===== src/rtl/conv_acc_scheduler.sv =====
// Sequencer between the feature stream, weight buffer and MAC core of the conv accelerator.
// Optional CONV_SCHED_PERF_CNT_EN adds the stall_cnt performance counter output.
module conv_acc_scheduler #(
  parameter int MAC_OUT_NUM   = 18,
  parameter int MAC_IN_NUM    = 9,
  parameter int DATA_WIDTH    = 8,
  parameter int PIX_CNT_WIDTH = 16
) (
  input  logic                               clk,
  input  logic                               rstn,
  input  logic                               start,
  input  logic                               abort,
  input  logic [7:0]                         cfg_acc_num,
  input  logic [PIX_CNT_WIDTH-1:0]           cfg_pix_num,
  output logic                               wt_req,
  input  logic                               wt_ack,
  input  logic [MAC_IN_NUM*DATA_WIDTH-1:0]   in_data,
  input  logic                               in_valid,
  output logic                               in_ready,
  output logic [MAC_IN_NUM*DATA_WIDTH-1:0]   mac_data,
  output logic                               mac_data_valid,
  output logic                               mac_weight_valid,
  output logic [MAC_OUT_NUM-1:0]             adder_rst,
  input  logic                               mac_out_valid,
  output logic                               busy,
  output logic                               done
`ifdef CONV_SCHED_PERF_CNT_EN
  ,
  output logic [31:0]                        stall_cnt
`endif
);

  localparam int BEAT_W = MAC_IN_NUM * DATA_WIDTH;

  localparam logic [2:0] S_IDLE   = 3'd0;
  localparam logic [2:0] S_LOAD_W = 3'd1;
  localparam logic [2:0] S_RUN    = 3'd2;
  localparam logic [2:0] S_DRAIN  = 3'd3;
  localparam logic [2:0] S_DONE   = 3'd4;

  logic [2:0]               state;
  logic [2:0]               state_nxt;
  logic [7:0]               acc_num_q;
  logic [PIX_CNT_WIDTH-1:0] pix_num_q;
  logic [7:0]               beat_cnt;
  logic [PIX_CNT_WIDTH-1:0] pix_cnt;
  logic [PIX_CNT_WIDTH-1:0] out_cnt;
  logic [PIX_CNT_WIDTH-1:0] out_cnt_nxt;

  logic                     start_ok;
  logic                     accept;
  logic                     last_beat;
  logic                     last_pix;

  logic [BEAT_W-1:0]        mac_data_p1;
  logic                     vld_p1;
  logic                     wt_vld_p1;
  logic [MAC_OUT_NUM-1:0]   adder_rst_p1;

  assign start_ok  = (state == S_IDLE) && start && !abort;
  // abort is folded into in_ready so a cancelled cycle never shows a completed handshake
  assign in_ready  = (state == S_RUN) && !abort;
  assign accept    = in_valid && in_ready;
  assign last_beat = (beat_cnt == (acc_num_q - 8'd1));
  assign last_pix  = (pix_cnt == (pix_num_q - PIX_CNT_WIDTH'(1)));

  assign out_cnt_nxt = (mac_out_valid && (state != S_IDLE)) ? out_cnt + PIX_CNT_WIDTH'(1) : out_cnt;

  assign wt_req = (state == S_LOAD_W);
  assign busy   = (state != S_IDLE);
  assign done   = (state == S_DONE) && !abort;

  always_comb begin
    state_nxt = state;
    if (abort) begin
      state_nxt = S_IDLE;
    end else begin
      case (state)
        S_IDLE:   if (start) state_nxt = (cfg_pix_num == '0) ? S_DONE : S_LOAD_W;
        S_LOAD_W: if (wt_ack) state_nxt = S_RUN;
        S_RUN:    if (accept && last_beat && last_pix) state_nxt = S_DRAIN;
        S_DRAIN:  if (out_cnt_nxt >= pix_num_q) state_nxt = S_DONE;
        S_DONE:   state_nxt = S_IDLE;
        default:  state_nxt = S_IDLE;
      endcase
    end
  end

  always_ff @(posedge clk or negedge rstn) begin
    if (!rstn) begin
      state     <= S_IDLE;
      acc_num_q <= 8'd1;
      pix_num_q <= '0;
      beat_cnt  <= '0;
      pix_cnt   <= '0;
      out_cnt   <= '0;
    end else begin
      state <= state_nxt;
      if (abort) begin
        beat_cnt <= '0;
        pix_cnt  <= '0;
        out_cnt  <= '0;
      end else if (start_ok) begin
        acc_num_q <= (cfg_acc_num == 8'd0) ? 8'd1 : cfg_acc_num;
        pix_num_q <= cfg_pix_num;
        beat_cnt  <= '0;
        pix_cnt   <= '0;
        out_cnt   <= '0;
      end else begin
        if (accept) begin
          if (last_beat) begin
            beat_cnt <= '0;
            pix_cnt  <= pix_cnt + PIX_CNT_WIDTH'(1);
          end else begin
            beat_cnt <= beat_cnt + 8'd1;
          end
        end
        out_cnt <= out_cnt_nxt;
      end
    end
  end

  // stage p1: accepted beat and its strobes registered toward the MAC core
  always_ff @(posedge clk or negedge rstn) begin
    if (!rstn) begin
      mac_data_p1  <= '0;
      vld_p1       <= 1'b0;
      wt_vld_p1    <= 1'b0;
      adder_rst_p1 <= '0;
    end else begin
      vld_p1       <= accept;
      wt_vld_p1    <= (state == S_LOAD_W) && wt_ack && !abort;
      adder_rst_p1 <= (accept && (beat_cnt == 8'd0)) ? '1 : '0;
      if (accept) mac_data_p1 <= in_data;
    end
  end

  assign mac_data         = mac_data_p1;
  assign mac_data_valid   = vld_p1;
  assign mac_weight_valid = wt_vld_p1;
  assign adder_rst        = adder_rst_p1;

`ifdef CONV_SCHED_PERF_CNT_EN
  // saturating count of RUN cycles where the scheduler waited on the feature source
  always_ff @(posedge clk or negedge rstn) begin
    if (!rstn) begin
      stall_cnt <= '0;
    end else if (start_ok) begin
      stall_cnt <= '0;
    end else if (in_ready && !in_valid && (stall_cnt != 32'hFFFF_FFFF)) begin
      stall_cnt <= stall_cnt + 32'd1;
    end
  end
`endif

endmodule


===== config.mk =====
export PLATFORM = sky130hd
export DESIGN_NAME = conv_acc_scheduler
export DESIGN_NICKNAME = d
export VERILOG_FILES = /design/src/rtl/conv_acc_scheduler.sv
export SDC_FILE = /design/constraint.sdc
export NUM_CORES = 1
export LEC_CHECK = 0
export BUFFER_PORTS_ARGS = -buffer_cell sky130_fd_sc_hd__buf_2
export CAP_MARGIN = 20
export CORE_AREA = 2 2 121 123
export DETAILED_ROUTE_END_ITERATION = 10
export DIE_AREA = 0 0 123 125
export PLACE_DENSITY = 0.76
export SKIP_LAST_GASP = 1
export SYNTH_ARGS = -nofsm -noshare
export SYNTH_HDL_FRONTEND = slang
export SYNTH_SLANG_ARGS = --single-unit

===== constraint.sdc =====
create_clock -name clk -period 3.8 [get_ports clk]
set_clock_uncertainty 0.2 [all_clocks]
set_input_delay 0.19 -clock clk [delete_from_list [all_inputs] [get_ports clk]]
set_output_delay 0.19 -clock clk [all_outputs]
set_load 0.02 [all_outputs]

* Word-level counts from Yosys, hierarchy flattened
Cells that the tools add are included. Widths: inputs -> output; s select.
Storage, ports and cells: output and inout bits 96, bits of input ports 103, word-level logic and storage cells 69, register bits after elaboration 159
Cells by class: mux-type cells 20, magnitude comparators 1, equal/unequal tests 10, reduce and logical (&&, ||, !) cells 22, add/subtract/negate cells 5, bitwise operators 1
Operators with widths (count):
- $mux 16 | 7
- $mux 8 | 5
- $add 16x1->16 const B | 2
- $mux 18 | 1
- $mux 3 | 6
- $eq 16x16->1 | 1
- $ge 16x16->1 | 1
- $logic_not 16->1 | 1
- $logic_not 8->1 | 2
- $sub 16x1->16 const B | 1
- $pmux 3 s4 | 1
- $logic_and 1x1->1 | 11
- $reduce_bool 3->1 | 3
- $add 8x1->8 const B | 1
- $eq 8x8->1 | 1
- $sub 8x1->8 const B | 1
- $eq 3x2->1 const B | 2
- $ne 3x2->1 const B | 2
- $ne 3x3->1 const B | 2
- $reduce_and 2->1 | 2
- $reduce_and 4->1 | 1
- $eq 3x1->1 const B | 1
- $eq 3x3->1 const B | 1
- $logic_not 3->1 | 1
- 2 further kinds | 2

* Logic depth before layout (Yosys ltp)
depth in word-level cells 8, gate-level depth with buffers 15

* Worst setup path before layout
Ideal clock, no wire load.
path kind register to register, from register state[0], to register state[0], arrival 3.102 ns, cell stages (with the launch flop) 16, path slack 0.379 ns, setup time 0.120 ns, data required time 3.480 ns, clock period less this slack 3.421 ns, cell sequence dfrtp_1 clkbuf_1 nor3_1 nor2_1 nand4_1 or2_2 nor2_1 xor2_1 ha_1 a21oi_1 nor2_1 a2111oi_0 and3_1 a221oi_1 mux2_2 and3_1
Between the ends: cells in the longest elaborated chain, start to end 7, elaborated cells between the ends (all ways) 19
Ends and longest elaborated chain:
- start, declared | RTL line 41 | logic [2:0] state;
- start signal, assigned | RTL line 98 | state <= state_nxt;
- parallel branches: the longest is 7 deep, another holds $ge 16x16->1
Parallel ways; which one is timed is not known. A chain may end at the register's enable or synchronous reset.

* Worst setup path after layout
from register out_cnt[2], to register state[0]
Between the ends: cells in the longest elaborated chain, start to end 5
Ends and longest elaborated chain:
- start, declared | RTL line 47 | logic [PIX_CNT_WIDTH-1:0] out_cnt;
- start signal, assigned | RTL line 118 | out_cnt <= out_cnt_nxt;
- $add 16x1->16 | RTL line 67 | assign out_cnt_nxt = (mac_out_valid && (state != S_IDLE)) ? out_cnt + PIX_CNT_WIDTH'(1) : out_cnt;
- $mux 16 * | RTL line 67
- $ge 16x16->1 * | RTL line 82 | S_DRAIN: if (out_cnt_nxt >= pix_num_q) state_nxt = S_DONE;
- $ne 3x3->1 (no line) *
- $reduce_and 4->1 (no line) *
Mark *: on every way between the ends. The rest lies on a longest branch, timed or not.

==> impl_metrics.yaml <==
status:
  status: "complete, no violations"
placement:
  hpwl_um: 12700
  portBuffers: 198
  placed_cells: 1168
  gp_congestion: 0.868
yosys:
  synthAdderAreaFrac_pct: 3.76
  synthFlopType: "dfrtp_1"
  synth_compound_area_share_pct: 8.71
  syn-cell-area_sq_um: 7330
  synth-seq-area-share_pct: 48.5
  synth-xor-area-share_pct: 5.74
  synth_top_family_by_area: "simple AND/OR/NAND/NOR gates"
  ys_ff_latch: 142
  synth_top_area_cell: "dfrtp_1"
  synth_nets: 956
  syn-mean-instance-area_sq_um: 8.82
  synthCells: 831
  ys_warn_count: 0
  async_flop_share_pct: 100
  synth_edf_count: 0
  synth-simple-area-share_pct: 25.9
  synth.top_cell.area_share_pct: 48.2
  synth_mux_area_share_pct: 1.79
  ys_types: 55
  yosys-top-cells-area: "dfrtp_1 (48%), nand2_1 (14%), ha_1 (3.8%), xnor2_1 (3.1%), o21ai_0 (2.9%)"
timing:
  period_needed_ns: 3.54
  report.final.slew_viol_count: 0
  hold_viol: 0
  tns_ns: 0
  timing.hold.ws_ns: 0.0128
  rsz0062_at_grt: "no"
  worst_pin_slew_ns: 0.883
  slew_headroom_pct: 40.6
  setup_viol: 0
  max_freq_mhz: 283
  fin_crit_sh_pct: 93.1
global_route:
  use_met3_pct: 7.16
  grt_pass1_wl_um: 34900
  grt_max_degree: 117
  overflow: 0
  grt_pass1_vias: 7058
  use_met1_pct: 36.5
  antenna_found_initial: 0
  grt_util_met2_pct: 48.1
  gr-usage-all-layers_pct: 29.0
  busiest_layer: "met2"
finish:
  drive_gt1_share_pct: 23.4
  seqCellArea_sq_um: 3550
  final_cells: 1301
  n_antenna_cell: 0
  layout_common_cells: "nand2_1 (264), buf_2 (197), dfrtp_1 (141), dlygate4sd3_1 (100), o21ai_0 (42)"
  layout.cells.most_common: "nand2_1"
  nNetsFinal: 1229
  multiInputGateArea_sq_um: 3370
  nFillCells: 995
  area_growth_pct: 36.4
critical_path:
  crit_path_frequent_cell: "nor2_1"
  cp_slowest_stage_delay_ns: 0.43
  end_kind: "flip-flop"
  arrival_ns: 3.64
  crit_slowest_cell: "a2111oi_0"
  cp.required_ns: 3.90
  crit_path_max_fanout: 3
  path_cells: "nand3_1 -> nor2_1 -> nand4_1 -> or2_2 -> nor2_1 -> xor2_1 -> ha_1 -> a21oi_1 -> nor2_1 -> a2111oi_0 -> and3_1 -> a221oi_1 -> mux2_2 -> and3_1"
  path_class: "flip-flop to flip-flop"
  start_kind: "flip-flop"
floorplan:
  io_pins: 199
  die_y_um: 125
  dieArea_sq_um: 15400
  die_w_um: 123
  core_sq_um: 14200
  start_util_pct: 51.6
  std_cell_rows: 44
cts:
  cts_tree: "yes"
  clk_pin_slew_ns: 0.07
  cts_inserted_buffers: 17
  max-clock-path-buffers: 2
  clockRootBuffer: "clkbuf_16"
  clkLatencyLatePin_ns: 0.42
  htree_levels: 4
  cts.sinks: 142
routing:
  via_count: 6978
  drc: 0
  routedWlPerCell_um: 16.5
  ant_nets: 0
  vias_per_cell: 5.36
  routed_wl_um: 21500
  first_iter_violations: 510
  drtPass1Iterations: 5
job:
  cap_violations: 0
pwr:
  irDropWorstVdd_mv: 0.519
  power_density_nw_per_um2: 706
  total_power_mw: 7.05
  p_leak_nw: 5.00
worst_hold_path:
  hold_path.class: "input port to async pin"
-- registers in the layout, summed over array words and instances (netlist names) --
signal and cells:
acc_num_q 8, adder_rst 1, beat_cnt 8, mac_data 72
mac_data_valid 1, mac_weight_valid 1, out_cnt 16, pix_cnt 16
pix_num_q 16, state 3
-- power by group --
group	switching [mW]	total, mW	internal [mW]
clock	0.691	1.77	1.08
combinational	1.75	2.77	1.02
sequential	0.458	2.51	2.06
total	2.90	7.05	4.15
-- logic make-up after synthesis --
| kind of cell | Yosys count |
|---|---|
| simple gates | 421 |
| flops | 142 |
| compound gates | 101 |
| buf+inv | 85 |
| xor+xnor | 48 |
| fa+ha+maj | 22 |
| mux | 12 |
-- cells in the mapped netlist (2+ instances only) --
| cell | number |
|---|---|
| nand2_1 | 265 |
| dfrtp_1 | 141 |
| o21ai_0 | 42 |
| inv_1 | 32 |
| nor2_1 | 32 |
| clkbuf_1 | 28 |
| xnor2_1 | 26 |
| a21oi_1 | 24 |
| ha_1 | 22 |
| xor2_1 | 22 |
| nand3_1 | 21 |
| nor2b_1 | 18 |
| buf_4 | 17 |
| nand4_1 | 14 |
| and3_1 | 10 |
| nand2b_1 | 10 |
| nor4_1 | 10 |
| mux2_2 | 9 |
| nor3_1 | 9 |
| o31ai_1 | 9 |
| or3_1 | 9 |
| or4_1 | 8 |
| a31oi_1 | 5 |
| a32o_1 | 3 |
| buf_2 | 3 |
| buf_6 | 3 |
| mux2i_1 | 3 |
| a2111oi_0 | 2 |
| a211oi_1 | 2 |
| a41oi_1 | 2 |
| and2_1 | 2 |
| and3b_1 | 2 |
| buf_1 | 2 |
| nor3b_1 | 2 |
| nor4b_1 | 2 |
-- repair_timing --
| item | CTS | global route |
|---|---|---|
| setup endpoints to repair | 0 | 1 |
| resized for setup | 0 | 1 |
| hold buffers | 100 | 0 |
| hold endpoints to repair | 212 | 0 |
| setup buffers | 0 | 0 |
-- cell type report --
class | instances | share of cell area, %
clock buffers | 19 | 4.53
well taps | 184 | 2.30
inverters | 32 | 1.20
flip-flops and latches | 142 | 35.6
repair buffers | 307 | 20.9
clock inverters | 13 | 1.77
multi-input cells | 604 | 33.7
-- worst max-delay path: cells and delay by family, from the launching register on --
| kind | cells | cell delay, ns |
|---|---|---|
| compound gates | 3 | 0.72 |
| xor+xnor | 1 | 0.21 |
| fa+ha+maj | 1 | 0.28 |
| flops | 1 | 0.38 |
| mux | 1 | 0.30 |
| simple gates | 8 | 1.35 |
-- per-stage QoR --
stage | worst slack, ns | utilization, % | area [sq um]
finish | 0.261 | 70.3 | 9990
global route | 0.00137 | 70.3 | 9990
CTS | 0.276 | 70.1 | 9960
detailed placement | 0.337 | 58.6 | 8330
global placement | 0.383 | 58.6 | 8330
floorplan | 0.379 | - | 7330
-- worst paths after layout --
kind                        startpoint      endpoint  slack, ns  depth (start not counted)
setup / recovery            out_cnt[2]      state[0]       0.26                         14
hold / removal                    rstn  acc_num_q[3]       0.01                          2
setup reg to reg            out_cnt[2]      state[0]       0.26                         14
hold reg to reg            mac_data[9]   mac_data[9]       0.27                          2
max in group asynchronous         rstn  mac_data[19]       2.42                          4
min in group clk                 start      state[1]       0.04                          4
-- per-layer routing --
metal | share of wire (%) | vias to the layer above
met5 | 0 | -
met4 | 2.6 | 0
met3 | 6.5 | 47
met2 | 50 | 281
met1 | 41 | 3344
li1 | - | 3306
No activity file was read; power rests on OpenSTA's default activity.
